<file path="config.mk">
export PLATFORM = sky130hd
export DESIGN_NAME = adc_capture_buffer_flat
export DESIGN_NICKNAME = d
export VERILOG_FILES = /design/src/rtl/adc_capture_buffer_if.sv /design/src/rtl/adc_capture_buffer.sv /design/src/flat_wrapper.sv
export SDC_FILE = /design/constraint.sdc
export NUM_CORES = 2
export LEC_CHECK = 0
export ABC_CLOCK_PERIOD_IN_PS = 4400
export CAP_MARGIN = 20
export CORE_MARGIN = 10
export CORE_UTILIZATION = 55
export CTS_BUF_LIST = sky130_fd_sc_hd__clkbuf_8
export CTS_CLUSTER_SIZE = 40
export DETAILED_ROUTE_END_ITERATION = 8
export GPL_ROUTABILITY_DRIVEN = 0
export GPL_TIMING_DRIVEN = 1
export PLACE_DENSITY = 0.71
export SYNTH_ARGS = -nofsm -noshare
export SYNTH_HDL_FRONTEND = slang
export SYNTH_SLANG_ARGS = --single-unit
</file>
<file path="constraint.sdc">
create_clock -name clk_ADC -period 4.4 [get_ports clk_ADC]
set_input_delay 0.88 -clock clk_ADC [delete_from_list [all_inputs] [get_ports clk_ADC]]
set_output_delay 0.88 -clock clk_ADC [all_outputs]
set_load 0.02 [all_outputs]
</file>
<file path="src/rtl/adc_capture_buffer_if.sv">
// Capture-buffer signal bundle: ADC/phase inputs, arm request, read port and status.
interface adc_capture_buffer_if;
  logic [7:0] ADC_Data;
  logic [7:0] Addr_Ref;
  logic       Arm;
  logic [7:0] Rd_Addr;
  logic [7:0] Rd_Data;
  logic       Busy;
  logic       Done;
  logic       Timeout;
  logic [8:0] Phase_Out;

  modport master (
    output ADC_Data, Addr_Ref, Arm, Rd_Addr,
    input  Rd_Data, Busy, Done, Timeout, Phase_Out
  );

  modport slave (
    input  ADC_Data, Addr_Ref, Arm, Rd_Addr,
    output Rd_Data, Busy, Done, Timeout, Phase_Out
  );
endinterface

</file>
<file path="src/rtl/adc_capture_buffer.sv">
// Triggered ADC capture: samples at the DDS rate, stores NSAMPLE samples after a
// rising level crossing and reports the DDS phase at the trigger instant.
module adc_capture_buffer #(
  parameter int unsigned NSAMPLE    = 256,
  parameter int unsigned Freq       = 1000,
  parameter int unsigned CLK_HZ     = 100000000,
  parameter int unsigned TRIG_LEVEL = 128,
  parameter int unsigned TIMEOUT    = 512
) (
  input logic                 clk_ADC,
  input logic                 Rst,
  adc_capture_buffer_if.slave bus
);

  localparam int unsigned DIV = CLK_HZ / (Freq * NSAMPLE);
  localparam int unsigned DW  = (DIV > 1) ? $clog2(DIV) : 1;
  localparam int unsigned AW  = (NSAMPLE > 1) ? $clog2(NSAMPLE) : 1;
  localparam int unsigned TW  = $clog2(TIMEOUT) + 1;

  typedef enum logic [1:0] {IDLE, WAIT_TRIG, CAPTURE, DONE} state_t;

  state_t          state;
  state_t          state_nxt;

  logic [DW-1:0]   div_cnt;
  logic            tick;
  logic [7:0]      prev;
  logic            first;
  logic [TW-1:0]   tcnt;
  logic [AW-1:0]   wr_addr;
  logic [7:0]      trig_ref;
  logic [7:0]      mem [NSAMPLE];

  logic            busy_q;
  logic            done_q;
  logic            timeout_q;
  logic [8:0]      phase_q;
  logic [7:0]      rd_q;

  logic            crossing;
  logic            tmo_hit;
  logic            arm_ok;
  logic            trigger;
  logic            last_wr;
  logic            mem_we;
  logic [AW-1:0]   mem_waddr;
  logic [16:0]     phase_prod;

  assign tick       = (div_cnt == DW'(DIV - 1));
  assign crossing   = (prev < 8'(TRIG_LEVEL)) && (bus.ADC_Data >= 8'(TRIG_LEVEL));
  assign tmo_hit    = (tcnt == TW'(TIMEOUT - 1));
  // Arm is only honoured when no capture is in flight
  assign arm_ok     = bus.Arm && ((state == IDLE) || (state == DONE));
  // The first tick after arming only primes prev, so it can never trigger
  assign trigger    = (state == WAIT_TRIG) && tick && !first && (crossing || tmo_hit);
  assign last_wr    = (state == CAPTURE) && tick && (wr_addr == AW'(NSAMPLE - 1));
  assign phase_prod = 17'(trig_ref) * 17'd360;

  // State register
  always_ff @(posedge clk_ADC) begin
    if (Rst) state <= IDLE;
    else     state <= state_nxt;
  end

  // Next-state decode
  always_comb begin
    state_nxt = state;
    case (state)
      IDLE:      if (arm_ok)  state_nxt = WAIT_TRIG;
      WAIT_TRIG: if (trigger) state_nxt = CAPTURE;
      CAPTURE:   if (last_wr) state_nxt = DONE;
      DONE:      if (arm_ok)  state_nxt = WAIT_TRIG;
      default:                state_nxt = IDLE;
    endcase
  end

  // Buffer write strobes: trigger sample lands at 0, capture ticks at wr_addr
  always_comb begin
    mem_we    = 1'b0;
    mem_waddr = wr_addr;
    case (state)
      WAIT_TRIG: begin
        if (trigger) begin
          mem_we    = 1'b1;
          mem_waddr = '0;
        end
      end
      CAPTURE:   mem_we = tick;
      default:   mem_we = 1'b0;
    endcase
  end

  // Sample divider, trigger bookkeeping and registered status outputs
  always_ff @(posedge clk_ADC) begin
    if (Rst) begin
      div_cnt   <= '0;
      prev      <= '0;
      first     <= 1'b1;
      tcnt      <= '0;
      wr_addr   <= '0;
      trig_ref  <= '0;
      busy_q    <= 1'b0;
      done_q    <= 1'b0;
      timeout_q <= 1'b0;
      phase_q   <= '0;
    end else begin
      div_cnt <= tick ? '0 : div_cnt + 1'b1;
      if (tick) prev <= bus.ADC_Data;

      if (arm_ok) begin
        first     <= 1'b1;
        tcnt      <= '0;
        timeout_q <= 1'b0;
      end else if ((state == WAIT_TRIG) && tick) begin
        first <= 1'b0;
        tcnt  <= tcnt + 1'b1;
      end

      if (trigger) begin
        trig_ref  <= bus.Addr_Ref;
        wr_addr   <= AW'(1);
        timeout_q <= tmo_hit && !crossing;
      end else if ((state == CAPTURE) && tick) begin
        wr_addr <= wr_addr + 1'b1;
      end

      busy_q <= (state_nxt == WAIT_TRIG) || (state_nxt == CAPTURE);
      done_q <= (state_nxt == DONE);
      if (last_wr) phase_q <= 9'(phase_prod >> 8);
    end
  end

  // Sample buffer write port; contents survive reset and re-arm
  always_ff @(posedge clk_ADC) begin
    if (mem_we && !Rst) mem[mem_waddr] <= bus.ADC_Data;
  end

  // Registered read port, read-first against a same-cycle write
  always_ff @(posedge clk_ADC) begin
    if (Rst) rd_q <= '0;
    else     rd_q <= mem[AW'(bus.Rd_Addr)];
  end

  assign bus.Rd_Data   = rd_q;
  assign bus.Busy      = busy_q;
  assign bus.Done      = done_q;
  assign bus.Timeout   = timeout_q;
  assign bus.Phase_Out = phase_q;

endmodule

</file>
<file path="src/flat_wrapper.sv">
// flat-port wrapper written by rule: the top's interface ports become plain ports
module adc_capture_buffer_flat 
#(
  parameter int unsigned NSAMPLE    = 256,
  parameter int unsigned Freq       = 1000,
  parameter int unsigned CLK_HZ     = 100000000,
  parameter int unsigned TRIG_LEVEL = 128,
  parameter int unsigned TIMEOUT    = 512
)
  (clk_ADC, Rst, bus_ADC_Data, bus_Addr_Ref, bus_Arm, bus_Rd_Addr, bus_Rd_Data, bus_Busy, bus_Done, bus_Timeout, bus_Phase_Out);
  adc_capture_buffer_if bus_i ();
  input logic clk_ADC;
  input logic Rst;
  input wire logic [$bits(bus_i.ADC_Data)-1:0] bus_ADC_Data;
  input wire logic [$bits(bus_i.Addr_Ref)-1:0] bus_Addr_Ref;
  input wire logic [$bits(bus_i.Arm)-1:0] bus_Arm;
  input wire logic [$bits(bus_i.Rd_Addr)-1:0] bus_Rd_Addr;
  output wire logic [$bits(bus_i.Rd_Data)-1:0] bus_Rd_Data;
  output wire logic [$bits(bus_i.Busy)-1:0] bus_Busy;
  output wire logic [$bits(bus_i.Done)-1:0] bus_Done;
  output wire logic [$bits(bus_i.Timeout)-1:0] bus_Timeout;
  output wire logic [$bits(bus_i.Phase_Out)-1:0] bus_Phase_Out;
  assign bus_i.ADC_Data = bus_ADC_Data;
  assign bus_i.Addr_Ref = bus_Addr_Ref;
  assign bus_i.Arm = bus_Arm;
  assign bus_i.Rd_Addr = bus_Rd_Addr;
  assign bus_Rd_Data = bus_i.Rd_Data;
  assign bus_Busy = bus_i.Busy;
  assign bus_Done = bus_i.Done;
  assign bus_Timeout = bus_i.Timeout;
  assign bus_Phase_Out = bus_i.Phase_Out;
  adc_capture_buffer #(.NSAMPLE(NSAMPLE), .Freq(Freq), .CLK_HZ(CLK_HZ), .TRIG_LEVEL(TRIG_LEVEL), .TIMEOUT(TIMEOUT)) u_core (.clk_ADC(clk_ADC), .Rst(Rst), .bus(bus_i));
endmodule
</file>
# Word level (Yosys, flattened, before mapping)
# Memories as Yosys holds them, arrays and structs flattened. A register that Yosys moved wholly into a read port is not among the register bits.
# Cells that the tools add are included.
[op_classes]
n_addsub = 3
n_mul = 1
magnitude_cmp = 2
n_eq_ne = 9
mux = 14
n_reduce_logical = 22
[ops]
columns = ["operator", "n"]
rows = [
  ["2-to-1 mux 8 bit", 2],
  ["multiplier 8 x 6 -> 14 bit, second input constant", 1],
  ["adder 10 x 1 -> 10 bit, second input constant", 1],
  ["== test 10 x 9 -> 1 bit, second input constant", 1],
  ["adder 9 x 1 -> 9 bit, second input constant", 1],
  ["== test 9 bit, second input constant", 1],
  ["logical AND 1 bit", 9],
  ["adder 8 x 1 -> 8 bit, second input constant", 1],
  ["== test 2 bit, second input constant", 4],
  ["== test 8 bit, second input constant", 1],
  [">= comparator 8 bit, second input constant", 1],
  ["less-than comparator 8 bit, second input constant", 1],
  ["OR reduction 2 bit", 4],
  ["2-to-1 mux 1 bit", 7],
  ["2-to-1 mux 2 bit", 3],
  ["one-hot mux 2 bit (3 select lines)", 1],
  ["== test 2 x 1 -> 1 bit, second input constant", 2],
  ["nonzero test 2 bit", 2],
  ["zero test 1 bit", 3],
  ["logical OR 1 bit", 3],
  ["zero test 2 bit", 1],
  ["one-hot mux 1 bit (2 select lines)", 1],
]
[word_totals]
reg_bits = 58
ramBits = 2048
out_inout_bits = 20
memories = 1
[memory_table]
columns = ["name", "depth", "word_bits", "rd", "rd_ports_with_merged_regs", "wr", "line", "source"]
rows = [
  ["u_core.mem", 256, 8, 1, 1, 1, "adc_capture_buffer.sv:32", "logic [7:0] mem [NSAMPLE];"],
]

# Depth between registers and ports, before layout
[logic_depth]
ltp_word = 9
depth_mapped = 12
mapped_depth_nobuf = 12

# Worst setup path before layout
# No wires, ideal clock.
[synth_timing]
kind = "input-to-reg"
startpoint = "input bus_ADC_Data[7]"
endpoint = "memory u_core.mem[156][0], enable pin"
setup_time_ps = 398
arrival_time_ps = 2792
required_time_ps = 4002
path_slack_ps = 1210
path_stages = 5
cell_sequence = "nand2b_1 > a211oi_4 > nor4b_4 > nand4_1 > nor4b_1"
[synth_between]
elab_chain_len = 9
word_cells_on_any_way = 11
classes_between = "order compare (1); mux (6); reduce/logical (4)"
[synth_lines]
columns = ["item", "line", "source"]
rows = [
  ["start, declared", "flat_wrapper.sv:14", "input wire logic [$bits(bus_i.ADC_Data)-1:0] bus_ADC_Data;"],
  [">= comparator 8 bit (*)", "adc_capture_buffer.sv:50", "assign crossing = (prev < 8'(TRIG_LEVEL)) && (bus.ADC_Data >= 8'(TRIG_LEVEL));"],
  ["logical AND 1 bit (*)", "adc_capture_buffer.sv:50", ""],
  ["logical OR 1 bit (*)", "adc_capture_buffer.sv:55", "assign trigger = (state == WAIT_TRIG) && tick && !first && (crossing || tmo_hit);"],
  ["logical AND 1 bit (*)", "adc_capture_buffer.sv:55", ""],
  ["2-to-1 mux 1 bit", "adc_capture_buffer.sv:83", "if (trigger) begin"],
  ["one-hot mux 1 bit (2 select lines)", "adc_capture_buffer.sv:81", "case (state)"],
  ["logical AND 1 bit", "adc_capture_buffer.sv:135", "if (mem_we && !Rst) mem[mem_waddr] <= bus.ADC_Data;"],
  ["2-to-1 mux 1 bit", "adc_capture_buffer.sv:135", ""],
  ["2-to-1 mux 1 bit (implied by the code)", "adc_capture_buffer.sv:135", ""],
  ["end, declared", "adc_capture_buffer.sv:32", ""],
]
# Mark *: on every way between the ends. The rest lies on a longest branch, timed or not.

# Worst setup path in the final report
[layout_timing]
startpoint = "register u_core.div_cnt[1]"
endpoint = "memory u_core.mem[18][2], enable pin"
[layout_between]
elab_chain_len = 9
word_cells_on_any_way = 11
classes_between = "eq/ne (1); mux (6); reduce/logical (4)"
[layout_lines]
columns = ["item", "line", "source"]
rows = [
  ["start, declared", "adc_capture_buffer.sv:25", "logic [DW-1:0] div_cnt;"],
  ["start signal, assigned", "adc_capture_buffer.sv:107", "div_cnt <= tick ? '0 : div_cnt + 1'b1;"],
  ["== test 9 bit (*)", "adc_capture_buffer.sv:49", "assign tick = (div_cnt == DW'(DIV - 1));"],
  ["logical AND 1 bit (3 in series)", "adc_capture_buffer.sv:55", ""],
  ["2-to-1 mux 1 bit", "adc_capture_buffer.sv:83", ""],
  ["one-hot mux 1 bit (2 select lines)", "adc_capture_buffer.sv:81", ""],
  ["logical AND 1 bit", "adc_capture_buffer.sv:135", ""],
  ["2-to-1 mux 1 bit", "adc_capture_buffer.sv:135", ""],
  ["2-to-1 mux 1 bit (implied by the code)", "adc_capture_buffer.sv:135", ""],
]
# Marks and branches as above.

==> impl_metrics.json <==
{
  "drive_above_1_share_pct": 27.4,
  "synth_top_area_cell": "edfxtp_1",
  "startpoint_type": "flop",
  "path_cells": "inv_1, ha_1, and4bb_2, nand4_1, a211oi_4, nor3b_1, nand2_1, nor2_1",
  "ir_worst_vdd_mv": 0.374,
  "slew_headroom_pct": 31.6,
  "hold_start": "bus_Addr_Ref[1]",
  "met1_length_um": 76400,
  "path_max_fanout": 13,
  "finalCritPeriodShare_pct": 81.4,
  "dieArea_um2": 164000,
  "nets": 4511,
  "start_util_pct": 55.3,
  "routed-wl-met2_um": 94700,
  "async_flop_share_pct": 0,
  "syn-cell-area_um2": 81600,
  "dpl.hpwl_um": 131000,
  "cap_violations": 0,
  "setup_tns_ns": 0,
  "hold_buffers": 0,
  "clock_skew_ns": 0.0595,
  "area_growth_pct": 13.4,
  "root_buffer": "clkbuf_8",
  "netlist_top_cells_count": "2,048 x edfxtp_1, 496 x mux4_2, 334 x nor2_1",
  "htreeDepth": 5,
  "portBuffers": 46,
  "worst-r2r-cell-count": 8,
  "syn_avg_cell_area_um2": 20.7,
  "slowest_delay_ns": 0.79,
  "tightest_slew_ns": 1.03,
  "synth_cell_type_count": 57,
  "final_hold_viol_count": 0,
  "reg2reg_slack_ns": 0.82,
  "num_vias": 42679,
  "post_cts_buffers": 0,
  "wire_per_inst_um": 30.8,
  "worst_path_max_delay_cell": "nor2_1",
  "ios": 47,
  "p_leak_nw": 29.8,
  "grt_usage_pct": 25.0,
  "status": "completed",
  "powerDensity_nw_per_um2": 422,
  "die_w_um": 405,
  "critical_path_class": "flop to flop",
  "drc": 0,
  "synth_most_common_cell": "edfxtp_1",
  "cts.sinks": 2107,
  "yosys_warnings": 0,
  "viasPerCell": 6.43,
  "timing.fmax_mhz": 279,
  "end_kind": "flop",
  "cts.repair.resized": 0,
  "slew_violations": 0,
  "ys_ff_latch": 2107,
  "reg2reg_to": "u_core.mem[18][2]",
  "whs_endpoint": "u_core.trig_ref[1]",
  "crit_arrival_ns": 4.21,
  "grt_pass1_wl_um": 297000,
  "grt_pass1_vias": 42551,
  "netlist_instances": 3939,
  "synth-edff-count": 2048,
  "hold_slack_ns": 0.401,
  "critical-path-top-delay-family": "simple AND/OR/NAND/NOR gates",
  "power_mw": 39.1,
  "placed_area_um2": 86500,
  "yosysSeqAreaShare_pct": 76.9,
  "top_layer": "met5",
  "final-setup-viol-count": 0,
  "grt_max_degree": 128,
  "die_h_um": 405,
  "core_um2": 147000,
  "drt_wl_total_um": 204000,
  "first_pass_iters": 7,
  "clockBufferDepth": 4,
  "worstSkewPairLatency_ns": 1.05,
  "overflow": 0,
  "synth_top_area_share_pct": 75.4,
  "cts_buffers": 345,
  "hold_path_depth": 3,
  "first_iter_violations": 6033,
  "worst_ep_required_time_ns": 5.03,
  "synth_area_leaders": "edfxtp_1 75%, mux4_2 14%, nor2_1 1.5%",
  "final_area_um2": 92500,
  "cts_tree": "done",
  "wl_met3_um": 25100,
  "ant_nets": 0,
  "cp_num_buf_inv": 1,
  "clkTransAtPathRegs_ns": 0.06,
  "regToRegStartpoint": "u_core.div_cnt[1]",
  "rsz0062_at_grt": "false",
  "fin_crit_ns": 3.58,
  "syn_nets": 4007,
  "antenna_found_initial": 7,
  "ys.flop_type": "edfxtp_1",
  "worstHoldPathType": "primary input to flop",
  "row_count": 141
}
## worst reg2reg max path, cell delays in order (launching register included)
cell and delay, ns:
dfxtp_1 0.37, inv_1 0.06, ha_1 0.17, and4bb_2 0.26, nand4_1 0.35, a211oi_4 0.14, nor3b_1 0.43, nand2_1 0.63
nor2_1 0.81
## worst max path at each step
stage | from | end | cells after the start
after floorplan | bus_ADC_Data[7] | u_core.mem[156][0] | 5
after global placement | bus_Rd_Addr[3] | u_core.bus.Rd_Data[6] | 8
after detailed placement | bus_Rd_Addr[3] | u_core.bus.Rd_Data[6] | 8
after CTS | u_core.trig_ref[5] | u_core.bus.Phase_Out[8] | 12
after global routing | u_core.div_cnt[0] | u_core.mem[96][3] | 8
final | u_core.div_cnt[1] | u_core.mem[18][2] | 8
## cells in the final DEF, fill, tap and decap left out, types with 5 or more instances in the layout
cell type        Yosys  layout
o211ai_1             8       8
inv_1               36     154
o221ai_1             8       8
mux2_2              16      16
a22oi_1             16      16
a21oi_1             25      25
or3_1                9       9
nand3_2              9      10
a221oi_1             8       8
o21ai_0             40      40
nand3b_1            15      15
xor2_1              11      11
mux2i_1             94      94
nand4_1             27      27
clkinv_1             1      82
clkbuf_8             0     364
nand2_1             67      67
edfxtp_1          2048    2048
clkinvlp_4           0       6
a31oi_1             10      10
nor2b_1             10      10
buf_12               0      33
nor3_1              26      26
diode_2              0       5
xnor2_1             11      11
clkdlybuf4s50_1      0      34
ha_1                31      31
nor2_1             334     334
mux4_2             496     496
a211oi_1            17      17
nor4_1              34      34
o22ai_1            136     136
nand3_1             51      50
fa_1                10      10
buf_4                1     307
dfxtp_1             59      59
clkinv_2             0      34
## per-layer routing
metal / track usage, % / up-vias
met5: 0 / -
met4: 9.81 / 6
met3: 7.70 / 451
met2: 37.7 / 2761
met1: 34.4 / 22092
li1: - / 17369
## state kept, by name (all words and copies together), names as in the netlist, 2 cells and up
name and cells:
u_core.tcnt 10, u_core.state 2, u_core.mem 2048, u_core.bus.Rd_Data 8, u_core.trig_ref 8, u_core.bus.Phase_Out 9
u_core.wr_addr 8, u_core.div_cnt 9
## logic make-up after synthesis
logic type | synth area share (%)
AOI/OAI and AO/OA | 2.24
xor gates and xnor gates | 0.236
adders and majority gates | 0.721
buffers and inverters | 1.37
DFF | 76.9
muxes | 15.1
and+or+nand+nor | 3.51
## stage by stage
step           instances  setup WS (ns)  utilization, %
2_1_floorplan       3939           1.21               -
3_3_place_gp        6026          0.423            58.6
3_5_place_dp        6026          0.438            58.6
4_1_cts             6628          0.825            62.7
5_1_grt             6630          0.661            62.7
6_report            6633          0.819            62.7
## power by group
group | switching [mW] | internal, mW | total [mW] | leakage, nW
sequential | 0.0433 | 22.0 | 22.1 | 18.9
clock | 7.41 | 7.73 | 15.1 | 3.52
combinational | 1.19 | 0.689 | 1.88 | 7.40
## final cells by class
class,count,area [um2]
Tap cell,1930,2410
Sequential cell,2107,62700
Fill cell,9966,55000
Inverter,37,139
Clock inverter,244,1090
Timing Repair Buffer,386,3460
Multi-Input combinational cell,1566,17800
Antenna cell,5,12.5
Clock buffer,358,4930
(Power assumes the default switching activity.)
